## src/rtl/ftdi_pkg.sv

```systemverilog
// Shared types and default timing for the FT232H 245-FIFO sequencer.
//   state_t : bus sequencer states
//   grant_t : which path owns the bus for the current transaction
package ftdi_pkg;

   localparam int unsigned RD_PULSE_DEF = 3;
   localparam int unsigned WR_PULSE_DEF = 3;
   localparam int unsigned SETUP_DEF    = 1;
   localparam int unsigned RECOVERY_DEF = 4;

   typedef enum logic [2:0] {
      IDLE      = 3'd0,
      RD_STROBE = 3'd1,
      WR_SETUP  = 3'd2,
      WR_STROBE = 3'd3,
      WR_HOLD   = 3'd4,
      RECOVER   = 3'd5
   } state_t;

   typedef enum logic {
      READ  = 1'b0,
      WRITE = 1'b1
   } grant_t;

   // Larger of two timing parameters; used to size the shared down-counter.
   function automatic int unsigned max2(input int unsigned a, input int unsigned b);
      return (a > b) ? a : b;
   endfunction

endpackage

```

## src/rtl/sync_2ff.sv

```systemverilog
// Two-flop synchroniser for asynchronous active-low FTDI status flags.
// Flops reset to all ones so the flags read as inactive out of reset.
//   clock   : destination clock
//   reset_n : asynchronous active-low reset
//   d       : asynchronous input
//   q       : synchronised output
module sync_2ff #(
   parameter int unsigned WIDTH = 1
) (
   input  logic             clock,
   input  logic             reset_n,
   input  logic [WIDTH-1:0] d,
   output logic [WIDTH-1:0] q
);

   logic [WIDTH-1:0] meta;

   always_ff @(posedge clock or negedge reset_n) begin
      if (!reset_n) begin
         meta <= '1;
         q    <= '1;
      end else begin
         meta <= d;
         q    <= meta;
      end
   end

endmodule

```

## src/rtl/ftdi_fifo_sequencer.sv

```systemverilog
// FT232H asynchronous 245-FIFO bus sequencer. Shares the half-duplex ADBUS
// between the host->FPGA read path and the FPGA->host write path with
// round-robin arbitration, and generates RD#/WR# strobes with fixed timing.
//   clock, reset_n        : 50 MHz clock, asynchronous active-low reset
//   en                    : gates the start of new transactions
//   rxf_n, txe_n          : FTDI status flags (asynchronous, active low)
//   adbus_in/out/tri      : pin-level byte bus; adbus_tri=1 means FPGA drives
//   ftdi_rd_n, ftdi_wr_n  : FTDI strobes
//   rx_data/valid/ready   : 1-entry holding register toward the core
//   tx_data/valid/ready   : byte from the core; tx_ready pulses on capture
//   busy                  : sequencer not in IDLE
module ftdi_fifo_sequencer
   import ftdi_pkg::*;
#(
   parameter int unsigned RD_PULSE_CYCLES = RD_PULSE_DEF,
   parameter int unsigned WR_PULSE_CYCLES = WR_PULSE_DEF,
   parameter int unsigned SETUP_CYCLES    = SETUP_DEF,
   parameter int unsigned RECOVERY_CYCLES = RECOVERY_DEF
) (
   input  logic       clock,
   input  logic       reset_n,
   input  logic       en,
   input  logic       rxf_n,
   input  logic       txe_n,
   input  logic [7:0] adbus_in,
   output logic [7:0] adbus_out,
   output logic       adbus_tri,
   output logic       ftdi_rd_n,
   output logic       ftdi_wr_n,
   output logic [7:0] rx_data,
   output logic       rx_valid,
   input  logic       rx_ready,
   input  logic [7:0] tx_data,
   input  logic       tx_valid,
   output logic       tx_ready,
   output logic       busy
);

   localparam int unsigned MAX_CYCLES = max2(max2(RD_PULSE_CYCLES, WR_PULSE_CYCLES),
                                             max2(SETUP_CYCLES, RECOVERY_CYCLES));
   localparam int unsigned CNT_W = $clog2(MAX_CYCLES + 1);

   // Counter reload values: a phase of N cycles loads N-1 and ends at 0.
   localparam logic [CNT_W-1:0] RD_LOAD    = CNT_W'(RD_PULSE_CYCLES - 1);
   localparam logic [CNT_W-1:0] WR_LOAD    = CNT_W'(WR_PULSE_CYCLES - 1);
   localparam logic [CNT_W-1:0] SETUP_LOAD = CNT_W'(SETUP_CYCLES - 1);
   localparam logic [CNT_W-1:0] REC_LOAD   = CNT_W'(RECOVERY_CYCLES - 1);

   state_t           state_q, state_d;
   logic [CNT_W-1:0] cnt_q, cnt_d;
   grant_t           last_grant_q, last_grant_d;

   logic [1:0] flags_s;
   logic       rxf_s, txe_s;
   logic       rd_ok, wr_ok, grant_rd, grant_wr, cnt_zero;

   logic rd_n_d, wr_n_d, tri_d, busy_d, tx_capture, rx_capture;

   sync_2ff #(.WIDTH(2)) u_sync (
      .clock   (clock),
      .reset_n (reset_n),
      .d       ({rxf_n, txe_n}),
      .q       (flags_s)
   );

   assign rxf_s = flags_s[1];
   assign txe_s = flags_s[0];

   // A read needs an empty holding register; that is the backpressure path.
   assign rd_ok    = en & ~rxf_s & ~rx_valid;
   assign wr_ok    = en & ~txe_s & tx_valid;
   assign grant_rd = rd_ok & (~wr_ok | (last_grant_q == WRITE));
   assign grant_wr = wr_ok & ~grant_rd;
   assign cnt_zero = (cnt_q == '0);

   // State register.
   always_ff @(posedge clock or negedge reset_n) begin
      if (!reset_n) begin
         state_q      <= IDLE;
         cnt_q        <= '0;
         last_grant_q <= WRITE;
      end else begin
         state_q      <= state_d;
         cnt_q        <= cnt_d;
         last_grant_q <= last_grant_d;
      end
   end

   // Next-state and timing counter.
   always_comb begin
      state_d      = state_q;
      cnt_d        = cnt_q;
      last_grant_d = last_grant_q;
      case (state_q)
         IDLE: begin
            if (grant_rd) begin
               state_d      = RD_STROBE;
               cnt_d        = RD_LOAD;
               last_grant_d = READ;
            end else if (grant_wr) begin
               state_d      = WR_SETUP;
               cnt_d        = SETUP_LOAD;
               last_grant_d = WRITE;
            end
         end
         RD_STROBE: begin
            if (!cnt_zero) cnt_d = cnt_q - CNT_W'(1);
            else begin
               state_d = RECOVER;
               cnt_d   = REC_LOAD;
            end
         end
         WR_SETUP: begin
            if (!cnt_zero) cnt_d = cnt_q - CNT_W'(1);
            else begin
               state_d = WR_STROBE;
               cnt_d   = WR_LOAD;
            end
         end
         WR_STROBE: begin
            if (!cnt_zero) cnt_d = cnt_q - CNT_W'(1);
            else begin
               state_d = WR_HOLD;
               cnt_d   = '0;
            end
         end
         WR_HOLD: begin
            state_d = RECOVER;
            cnt_d   = REC_LOAD;
         end
         RECOVER: begin
            if (!cnt_zero) cnt_d = cnt_q - CNT_W'(1);
            else begin
               state_d = IDLE;
               cnt_d   = '0;
            end
         end
         default: begin
            state_d = IDLE;
            cnt_d   = '0;
         end
      endcase
   end

   // Output decode from the next state, so pins are registered and aligned
   // with the state they belong to.
   always_comb begin
      rd_n_d     = 1'b1;
      wr_n_d     = 1'b1;
      tri_d      = 1'b0;
      busy_d     = 1'b0;
      tx_capture = 1'b0;
      rx_capture = 1'b0;
      rd_n_d     = (state_d != RD_STROBE);
      wr_n_d     = (state_d != WR_STROBE);
      tri_d      = (state_d == WR_SETUP) || (state_d == WR_STROBE) || (state_d == WR_HOLD);
      busy_d     = (state_d != IDLE);
      tx_capture = (state_q == IDLE) && grant_wr;
      rx_capture = (state_q == RD_STROBE) && cnt_zero;
   end

   // Output registers; reset releases the bus and strobes immediately.
   always_ff @(posedge clock or negedge reset_n) begin
      if (!reset_n) begin
         ftdi_rd_n <= 1'b1;
         ftdi_wr_n <= 1'b1;
         adbus_tri <= 1'b0;
         adbus_out <= '0;
         rx_data   <= '0;
         rx_valid  <= 1'b0;
         tx_ready  <= 1'b0;
         busy      <= 1'b0;
      end else begin
         ftdi_rd_n <= rd_n_d;
         ftdi_wr_n <= wr_n_d;
         adbus_tri <= tri_d;
         tx_ready  <= tx_capture;
         busy      <= busy_d;
         if (tx_capture) adbus_out <= tx_data;
         if (rx_capture) rx_data <= adbus_in;
         if (rx_capture)    rx_valid <= 1'b1;
         else if (rx_ready) rx_valid <= 1'b0;
      end
   end

endmodule

```

## config.mk

```make
export PLATFORM = sky130hd
export DESIGN_NAME = ftdi_fifo_sequencer
export DESIGN_NICKNAME = d
export VERILOG_FILES = /design/src/rtl/ftdi_pkg.sv /design/src/rtl/sync_2ff.sv /design/src/rtl/ftdi_fifo_sequencer.sv
export SDC_FILE = /design/constraint.sdc
export NUM_CORES = 1
export LEC_CHECK = 0
export CORE_MARGIN = 2
export CORE_UTILIZATION = 44
export CTS_CLUSTER_SIZE = 40
export DETAILED_ROUTE_END_ITERATION = 8
export MAX_ROUTING_LAYER = met4
export PLACE_DENSITY = 0.9
export SETUP_SLACK_MARGIN = 0.3
export SYNTH_ARGS = -nofsm -noshare
export SYNTH_HDL_FRONTEND = slang
export SYNTH_SLANG_ARGS = --single-unit
export TNS_END_PERCENT = 30
```

## constraint.sdc

```tcl
create_clock -name clock -period 2.3 [get_ports clock]
set_clock_uncertainty 0.1 [all_clocks]
set_input_delay 0.46 -clock clock [delete_from_list [all_inputs] [get_ports clock]]
set_output_delay 0.46 -clock clock [all_outputs]
set_load 0.05 [all_outputs]
```

==> summary.md, run 1 <==
| Metric | Value |
|---|---|
| Leakage power | `0.000895 uW` |
| GP Congestion | `0.805` |
| Worst reg2reg path depth | `4` |
| Die height | `59.1 um` |
| Cell Rows | `20` |
| DRT Pass-1 Iters | `4` |
| Worst-path clk slew | `0.10 ns` |
| Part of the Yosys area used for sequential elements | `62.4%` |
| Iter 0 DRT Violations | `23` |
| CTS Buf Count | `5` |
| PortBufs | `44` |
| Number of library cell types mapped by synthesis | `32` |
| Die W | `59.1 um` |
| Share of cells above drive strength 1 | `26.0%` |
| Vias | `943` |
| Syn-to-layout area delta | `45.9%` |
| Overall Global Routing Usage | `17.8%` |
| Net Count, Synth | `123` |
| CP Capture Type | `output port` |
| Crit path required time | `1.74 ns` |
| Largest net degree at the start of global routing | `34` |
| Biggest area consumer among synthesized cells | `dfrtp_1` |
| Maximum clock frequency | `0.485 GHz` |
| H-tree depth | `2` |
| Worst vdd ir | `601 uV` |
| Post-synth top cells | `dfrtp_1 (26), mux2_2 (17), dfstp_2 (7)` |
| CTS Root Buffer Type | `clkbuf_4` |
| Hold WS | `0.260 ns` |
| Vias per cell | `5.04` |
| Worst path top cell family by delay | `buffers and inverters` |
| FF-to-FF Start | `state_q[2]` |
| Cell total after placement | `179` |
| Worst Hold Class | `reg2reg` |
| GRT Residual Overflow | `0` |
| Syn Std Cell Area | `0.00134 mm^2` |
| Most frequent cell after synthesis | `dfrtp_1` |
| Top post-synthesis cells by area | `dfrtp_1 (49%), mux2_2 (14%), dfstp_2 (14%)` |
| Fin cells | `187` |
| Hold-fix buffers, CTS | `0` |
| CP max FO | `2` |
| Async SR Flop Fraction | `100%` |
| Global-route wire length before repair | `4.27 mm` |
| Post-synth EDFFs | `0` |
| WS Path Type | `reg2out` |
| Fillers | `200` |
| Num ports | `45` |
| Routed Antenna Nets | `0` |
| Die area | `0.00350 mm^2` |
| Slowest stage delay, CP | `0.80 ns` |
| Pwr Total | `2820 uW` |
| Unrepaired setup endpoints after global routing | `yes` |
| Fin. Hold Viols | `0` |
| Final Max Tran Viols | `0` |
| Hold EP | `u_sync.q[0]` |
| Drt total wl | `2.68 mm` |
| Hold path start | `u_sync.meta[0]` |
| CP arrival | `1.50 ns` |
| Vias in the first global route | `935` |
| Worst-margin pin slew | `0.511 ns` |
| R2r setup slk | `0.37 ns` |
| Highest-delay cell along the critical path | `clkdlybuf4s50_1` |
| Most used DFF post-synth | `dfrtp_1` |
| Relative slew slack | `65.9%` |
| Yosys reg bits | `33` |
| Synth warnings | `0` |
| Critical path cell sequence | `clkdlybuf4s50_1` |
| Nature of the critical path startpoint | `flop` |
| Status | `complete, no violations` |
| CTS sink cnt | `33` |
| Syn Area/Cell | `13.4 um^2` |
| Hold Path Depth | `0` |
| Final setup violation count | `0` |
| Avg WL per Cell | `14.3 um` |
| Nets@finish | `176` |
| Crit path buffers/inverters | `1` |
| Core area | `0.00298 mm^2` |
| Final Cycle Share | `89.6%` |
| Largest buffer count on any clock path | `2` |
| Synthesized instance count | `100` |
| Yosys top cell area share | `48.6%` |
| Tmin final | `2.06 ns` |
| Initial antenna violation count | `0` |
| Initial Util | `44.9%` |
| Power density of the placed cells | `1450 mW/mm^2` |
| Clk_lat worst skew | `0.34 ns` |
| Drt drc | `0` |
| Worst R2R End | `adbus_out[3]` |
| ANT cells | `0` |
| Max Cap Violations | `0` |
| HPWL Detailed | `1.98 mm` |
| CTS tree | `built` |
-- cells by family after synthesis --
| family | synth area share (%) |
|---|---|
| AO/OA/AOI/OAI | 8.42 |
| XOR/XNOR | 1.31 |
| buffers and inverters | 1.68 |
| flip-flops | 62.4 |
| multiplexers | 14.3 |
| AND/OR/NAND/NOR | 11.9 |
-- cell usage in the layout, fill, tap and decap left out, drive strengths merged, types with 3 or more instances in the layout --
cell type,instances
nor3b,3
o21ai,4
a21oi,4
dlymetal6s2s,8
nand2,5
nand2b,3
clkbuf,6
dfrtp,26
dfstp,7
buf,5
nor2,4
mux2,17
dlygate4sd2,3
nor2b,3
clkdlybuf4s50,33
-- power breakdown --
group          internal (uW)  leakage (uW)  switching (uW)
clock network            228     0.0000422             187
logic                    569      0.000460             876
registers                805      0.000393             155
-- worst reg2reg max path: cells and delay by family (launching register included) --
family	cells	cell delay (ns)
mux	1	0.32
flops	1	0.50
buf+inv	1	0.15
simple gates	2	0.74
-- state kept, by name, summed over array words and instances, names as in the netlist --
register      count
u_sync.meta       2
u_sync.q          2
state_q           3
rx_data           8
ftdi_rd_n         1
ftdi_wr_n         1
adbus_out         8
cnt_q             3
rx_valid          1
tx_ready          1
last_grant_q      1
adbus_tri         1
busy              1
-- how the worst max path moves through the flow --
stage                            start      endpoint  slack, ns  depth (start not counted)
after floorplan               tx_valid  adbus_out[0]       0.37                          4
after CTS                 adbus_out[0]  adbus_out[0]       0.21                          1
final                     adbus_out[6]  adbus_out[6]       0.24                          1
after global routing      adbus_out[6]  adbus_out[6]       0.19                          1
after global placement        tx_valid  adbus_out[0]      -0.12                          6
after detailed placement      tx_valid  adbus_out[6]      -0.16                          6
-- per-layer routing --
| layer | up-vias | wire length, um | part of all wire (%) | GRT usage, % |
|---|---|---|---|---|
| li1 | 457 | - | - | - |
| met1 | 455 | 1110 | 41 | 20.6 |
| met2 | 24 | 1410 | 53 | 26.3 |
| met3 | 7 | 91 | 3.4 | 3.93 |
| met4 | 0 | 76 | 2.8 | 14.3 |
| met5 | - | 0 | 0 | - |
-- timing repair --
action,4_1_cts,5_1_grt
setup buffers,0,0
setup endpoints to repair,30,27
gates resized for setup,5,8
pin swaps,1,0
-- stage by stage --
step	area (um^2)	utilization [%]	TNS [ns]	setup slack, ns
detailed placement	1850	62.3	-1.20	-0.158
global route	1950	65.5	0	0.194
CTS	1930	64.9	0	0.207
floorplan	1340	-	0	0.367
global placement	1850	62.3	-0.937	-0.118
finish	1950	65.5	0	0.239
-- cell type report --
class,instances,area [um^2],area share [%]
clock buffer,6,41.3,2.12
timing repair buffer,49,507,26.0
clock inverter,2,35.0,1.79
tap,33,41.3,2.12
inverter,2,7.51,0.385
sequential,33,835,42.8
multi-input combinational,62,485,24.9
Power figures use the tool's default switching activity.
==> run 2, diff against run 1 <==
Settings changed: CAP_MARGIN set to 10, CORE_UTILIZATION 44 to 45, SYNTH_HIERARCHICAL set to 1.
==> run 2 against run 1 <==
Net effect: sequential share of layout area fell by 0.41 points; clock-buffer cell count rose by 2; clock power fell by 27%; critical path depth did not move; first-iteration DRC count rose by 4.3%; setup slack got worse by 0.015 ns; die area rose by 3.5%; flip-flop and latch count did not move; maximum frequency fell by 0.71%; synthesized cell count rose by 10%; area after synthesis rose by 6.1%; routed wire length rose by 8.6%; critical path type unchanged; largest power group unchanged.
==> summary.md, run 2 <==
| Metric | Value |
|---|---|
| Status | `complete, no violations` |
| WS Path Type | `reg2out` |
| Yosys reg bits | `33` |
| Yosys top cell area share | `45.9%` |
| Leakage power | `0.000923 uW` |
| Worst vdd ir | `1040 uV` |
| Relative slew slack | `64.3%` |
| CP arrival | `1.52 ns` |
| Synth Area in Compound Gates | `10.2%` |
| Worst-margin pin slew | `0.534 ns` |
| Initial antenna violation count | `0` |
| Post-Synth XOR/XNOR Area | `1.23%` |
| Clk_lat worst skew | `0.33 ns` |
| ANT cells | `0` |
| Post-synth top cells | `dfrtp_1 (26), mux2_2 (9), nand2_1 (9)` |
| Final Cycle Share | `90.3%` |
| Adder-cell share of the synthesized area | `0%` |
| Commonest non-fill, non-tap cell in the layout | `clkdlybuf4s50_1` |
| Worst Hold Class | `reg2reg` |
| Nature of the critical path startpoint | `flop` |
| Largest family of logic cells by synthesized area | `multiplexers` |
| Critical path cell sequence | `clkdlybuf4s50_1` |
| Vias | `1005` |
| Syn Area/Cell | `12.9 um^2` |
| CTS tree | `built` |
| Die height | `60.2 um` |
| Fin cells | `204` |
| Drt drc | `0` |
| Biggest regs | `adbus_out (8), rx_data (8)` |
| Hold WS | `0.259 ns` |
| Number of library cell types mapped by synthesis | `30` |
| Top post-synthesis cells by area | `dfrtp_1 (46%), dfstp_2 (13%), mux2_4 (8.5%)` |
| Cell total after placement | `196` |
| Nets@finish | `182` |
| Max Cap Violations | `0` |
| Area of the multi-input gates | `541 um^2` |
| CP max FO | `2` |
| Final Max Tran Viols | `0` |
| GP Congestion | `0.770` |
| Avg WL per Cell | `14.3 um` |
| CTS Root Buffer Type | `clkbuf_4` |
| Final TNS setup | `0 ns` |
| Initial Util | `46.9%` |
| Tmin final | `2.08 ns` |
| Core area | `0.00303 mm^2` |
| PortBufs | `44` |
| Most frequent cell after synthesis | `dfrtp_1` |
| Post-synth EDFFs | `0` |
| Largest net degree at the start of global routing | `34` |
| Die area | `0.00362 mm^2` |
| DRT Pass-1 Iters | `4` |
| CTS sink cnt | `33` |
| Routed Antenna Nets | `0` |
| Commonest non-fill, non-tap cells in the layout | `clkdlybuf4s50_1 (34), dfrtp_1 (26), nand2_1 (9), mux2_2 (9), mux2_4 (8)` |
| Slowest stage delay, CP | `0.81 ns` |
| Syn-to-layout area delta | `38.9%` |
| Simple-gate share of the synthesized area | `11.0%` |
| CTS Buf Count | `5` |
| Crit path required time | `1.74 ns` |
| Cell Rows | `20` |
| HPWL Detailed | `2.10 mm` |
| Async SR Flop Fraction | `100%` |
| Highest-delay cell along the critical path | `clkdlybuf4s50_1` |
| Num ports | `45` |
| Fillers | `230` |
| Largest buffer count on any clock path | `2` |
| Worst path top cell family by delay | `buffers and inverters` |
| Maximum clock frequency | `0.482 GHz` |
| H-tree depth | `2` |
| GRT Residual Overflow | `0` |
| Vias per cell | `4.93` |
| Fin. Hold Viols | `0` |
| Net Count, Synth | `133` |
| Global-route wire length before repair | `4.74 mm` |
| Die W | `60.2 um` |
| FF/Latch Area | `835 um^2` |
| Final setup violation count | `0` |
| Drt total wl | `2.92 mm` |
| Syn Std Cell Area | `0.00142 mm^2` |
| Power density of the placed cells | `1420 mW/mm^2` |
| Mux contribution to synthesized area | `15.6%` |
| Overall Global Routing Usage | `19.2%` |
| Worst-path clk slew | `0.09 ns` |
| Most used DFF post-synth | `dfrtp_1` |
| Crit path buffers/inverters | `1` |
| Share of cells above drive strength 1 | `25.0%` |
| Unrepaired setup endpoints after global routing | `yes` |
| Synthesized instance count | `110` |
| Iter 0 DRT Violations | `24` |
| Vias in the first global route | `1022` |
| Synth warnings | `6` |
| Hold-fix buffers, CTS | `0` |
| Part of the Yosys area used for sequential elements | `58.8%` |
| Buffer count from post-CTS setup fixing | `0` |
| CP Capture Type | `output port` |
| Biggest area consumer among synthesized cells | `dfrtp_1` |
## run 2: cell types whose count changed in the layout (fill, tap and decap cells not counted), moves of 4 or more
cell / before / now
mux2_2: 17 / 9
mux2_4: 0 / 8
dlymetal6s2s_1: 8 / 4
nand2_1: 4 / 9
## run 2: logic make-up (layout without fill, tap and decap cells)
logic type,count (synthesis),after routing
flops,33,33
buf+inv,11,61
simple gates,26,26
xor+xnor,2,2
compound gates,21,21
mux,17,17
## run 2: metal layers
metal	routed length [um]	vias up	part of all wire (%)	global-route usage, %
li1	-	474	-	-
met1	1170	492	40	21.8
met2	1540	31	53	29.8
met3	133	8	4.6	7.36
met4	74	0	2.5	8.57
met5	0	-	0	-
## run 2: worst paths after layout
path | start | cells past startpoint | slack (ns) | to
max in group asynchronous | reset_n | 2 | 1.36 | u_sync/meta[1]
worst max-delay path | adbus_out[0] | 1 | 0.22 | adbus_out[0]
worst min register to register | u_sync/meta[0] | 0 | 0.26 | u_sync/q[0]
worst max register to register | state_q[2] | 4 | 0.48 | adbus_out[5]
min in group asynchronous | reset_n | 2 | 0.42 | state_q[0]
worst min-delay path | u_sync/meta[0] | 0 | 0.26 | u_sync/q[0]
## run 2: where the power goes
part / leakage [uW] / switching [uW] / internal [uW]
Sequential: 0.000392 / 171 / 810
Combinational: 0.000505 / 904 / 619
Clock: 0.0000265 / 181 / 122
Total: 0.000923 / 1260 / 1550
## run 2: stage by stage
step	total power, uW	util, %	setup WS (ns)	instance area, um^2
floorplan	2050	-	0.470	1420
global placement	2490	63.4	0.00903	1920
detailed placement	2550	63.4	-0.0232	1920
CTS	2830	64.8	0.206	1960
global route	2970	65.1	0.176	1970
finish	2810	65.1	0.224	1970
## run 2: timing repair
item / CTS / global route
endpoints found under the setup margin: 22 / 16
gates resized for setup: 6 / 4
gates cloned: 0 / 0
## run 2: cell type report
type | count | area share (%)
flip-flops and latches | 33 | 42.3
multi-input cells | 66 | 27.4
repair buffers | 48 | 24.0
well taps | 44 | 2.79
clock buffers | 8 | 2.48
inverters | 5 | 0.952
==> run 3, diff against run 2 <==
Settings changed: CORE_UTILIZATION 45 to 50, DONT_BUFFER_PORTS set to 1, HOLD_SLACK_MARGIN set to 0.1, PLACE_DENSITY 0.9 to 0.77, SLEW_MARGIN set to 20.
==> run 3 against run 2 <==
Net effect: sequential power grew 57%; setup slack gained 0.19 ns; register-to-register slack lost 0.06 ns; critical endpoint is now adbus_out[4].
==> summary.md, run 3 (synthesis gave the netlist of run 2 again) <==
| Metric | Value |
|---|---|
| Worst-margin pin slew | `0.528 ns` |
| Placed cell area | `0.00146 mm^2` |
| Core area | `0.00273 mm^2` |
| CTS tree | `built` |
| Hold-fix buffers, CTS | `4` |
| Clock share of power | `12.2%` |
| Max Cap Violations | `0` |
| Status | `complete, no violations` |
| Syn-to-layout area delta | `9.96%` |
| Vias | `869` |
| Largest net degree at the start of global routing | `34` |
| Iter 0 DRT Violations | `14` |
| Final setup violation count | `0` |
| Buffer count from post-CTS setup fixing | `0` |
| Cell Rows | `19` |
| Clk_lat worst skew | `0.32 ns` |
| Commonest non-fill, non-tap cell in the layout | `dfrtp_1` |
| Highest-delay cell along the critical path | `dfrtp_1` |
| Net Sw Power | `1200 uW` |
| GRT Residual Overflow | `0` |
| Num ports | `45` |
| Crit path required time | `2.42 ns` |
| Finished Cell Area | `0.00156 mm^2` |
| Share of cells above drive strength 1 | `36.1%` |
| Vias in the first global route | `896` |
| CP Capture Type | `flop` |
| CP arrival | `2.00 ns` |
| Maximum clock frequency | `0.531 GHz` |
| Worst Hold Class | `in2reg` |
| Relative slew slack | `64.5%` |
| Post-cts resize count | `0` |
| Die area | `0.00328 mm^2` |
| HPWL Detailed | `1.75 mm` |
| Sequential power share | `61.7%` |
| CTS sink cnt | `33` |
| Routed Antenna Nets | `0` |
| Die W | `57.3 um` |
| Logic gate share of total power | `26.1%` |
| WS Path Type | `reg2reg` |
| Final Max Tran Viols | `0` |
| CP max FO | `11` |
| Tmin final | `1.88 ns` |
| Fin cells | `150` |
| Global-route wire length before repair | `4.04 mm` |
| Critical path cell sequence | `nor3_2, a21bo_1, o21bai_4, mux2_4` |
| Vias per cell | `5.79` |
| DRT Pass-1 Iters | `4` |
| Util after Layout | `57.1%` |
| PortBufs | `0` |
| Nature of the critical path startpoint | `flop` |
| Power density of the placed cells | `1600 mW/mm^2` |
| Pint | `1290 uW` |
| Drt drc | `0` |
| GP Congestion | `0.761` |
| Final Cycle Share | `81.8%` |
| Switching Fraction | `48.3%` |
| Initial antenna violation count | `0` |
| Cell total after placement | `138` |
| Worst vdd ir | `1210 uV` |
| Leakage power | `0.000722 uW` |
| Biggest regs | `adbus_out (8), rx_data (8)` |
| Initial Util | `51.9%` |
| CTS Buf Count | `5` |
| Nets@finish | `141` |
| Avg WL per Cell | `15.8 um` |
| Drt total wl | `2.38 mm` |
| Fin. Hold Viols | `0` |
| ANT cells | `0` |
| Overall Global Routing Usage | `17.0%` |
| Slowest stage delay, CP | `0.53 ns` |
| Worst-path clk slew | `0.10 ns` |
| Commonest non-fill, non-tap cells in the layout | `dfrtp_1 (26), nand2_1 (9), mux2_2 (9)` |
| Fillers | `229` |
| Largest buffer count on any clock path | `2` |
| H-tree depth | `2` |
| Final TNS setup | `0 ns` |
| Die height | `57.3 um` |
| CTS Root Buffer Type | `clkbuf_4` |
| Unrepaired setup endpoints after global routing | `no` |
-- run 3: area by class of cell --
cell class | count | area [um^2] | share of cell area [%]
sequential | 33 | 835 | 53.5
multi-input combinational | 66 | 541 | 34.6
timing repair buffer | 7 | 72.6 | 4.65
tap | 31 | 38.8 | 2.49
clock buffer | 5 | 37.5 | 2.41
inverter | 5 | 18.8 | 1.20
clock inverter | 3 | 17.5 | 1.12
-- run 3: routing by layer --
layer / up-vias / track usage, % / routed length [um] / share of wire (%)
li1: 396 / - / - / -
met3: 3 / 8.16 / 214 / 9.0
met4: 0 / 3.99 / 14 / 0.59
met2: 41 / 27.4 / 1220 / 51
met5: - / - / 0 / 0
met1: 429 / 19.4 / 923 / 39
-- run 3: critical path, delay by kind of cell (launching register included) --
kind	cells	cell delay [ns]
AND/OR/NAND/NOR	1	0.24
flip-flops	1	0.53
multiplexers	1	0.33
AO/OA/AOI/OAI	2	0.57
-- run 3: worst paths after layout --
| check | depth (start not counted) | to | slack, ns | startpoint |
|---|---|---|---|---|
| setup / recovery | 4 | adbus_out[4] | 0.42 | state_q[0] |
| hold / removal | 1 | rx_valid | 0.12 | rx_ready |
| setup reg to reg | 4 | adbus_out[4] | 0.42 | state_q[0] |
| hold reg to reg | 0 | u_sync/q[1] | 0.26 | u_sync/meta[1] |
| max in group asynchronous | 2 | u_sync/meta[0] | 1.39 | reset_n |
| min in group asynchronous | 2 | adbus_tri | 0.47 | reset_n |
-- run 3: through the flow --
stage	setup slack, ns	hold slack (ns)	power (uW)
6_report	0.418	0.116	2490
5_1_grt	0.330	0.100	2640
4_1_cts	0.417	0.101	2520
3_5_place_dp	0.378	0.0652	2190
3_3_place_gp	0.409	0.0651	2150
2_1_floorplan	0.470	0.0644	2050
-- run 3: power by group through the flow --
stage | combinational (uW) | clock, uW | sequential [uW]
global route | 718 | 352 | 1570
global placement | 602 | 0 | 1540
CTS | 657 | 316 | 1540
detailed placement | 636 | 0 | 1550
floorplan | 551 | 0 | 1500
finish | 650 | 304 | 1540
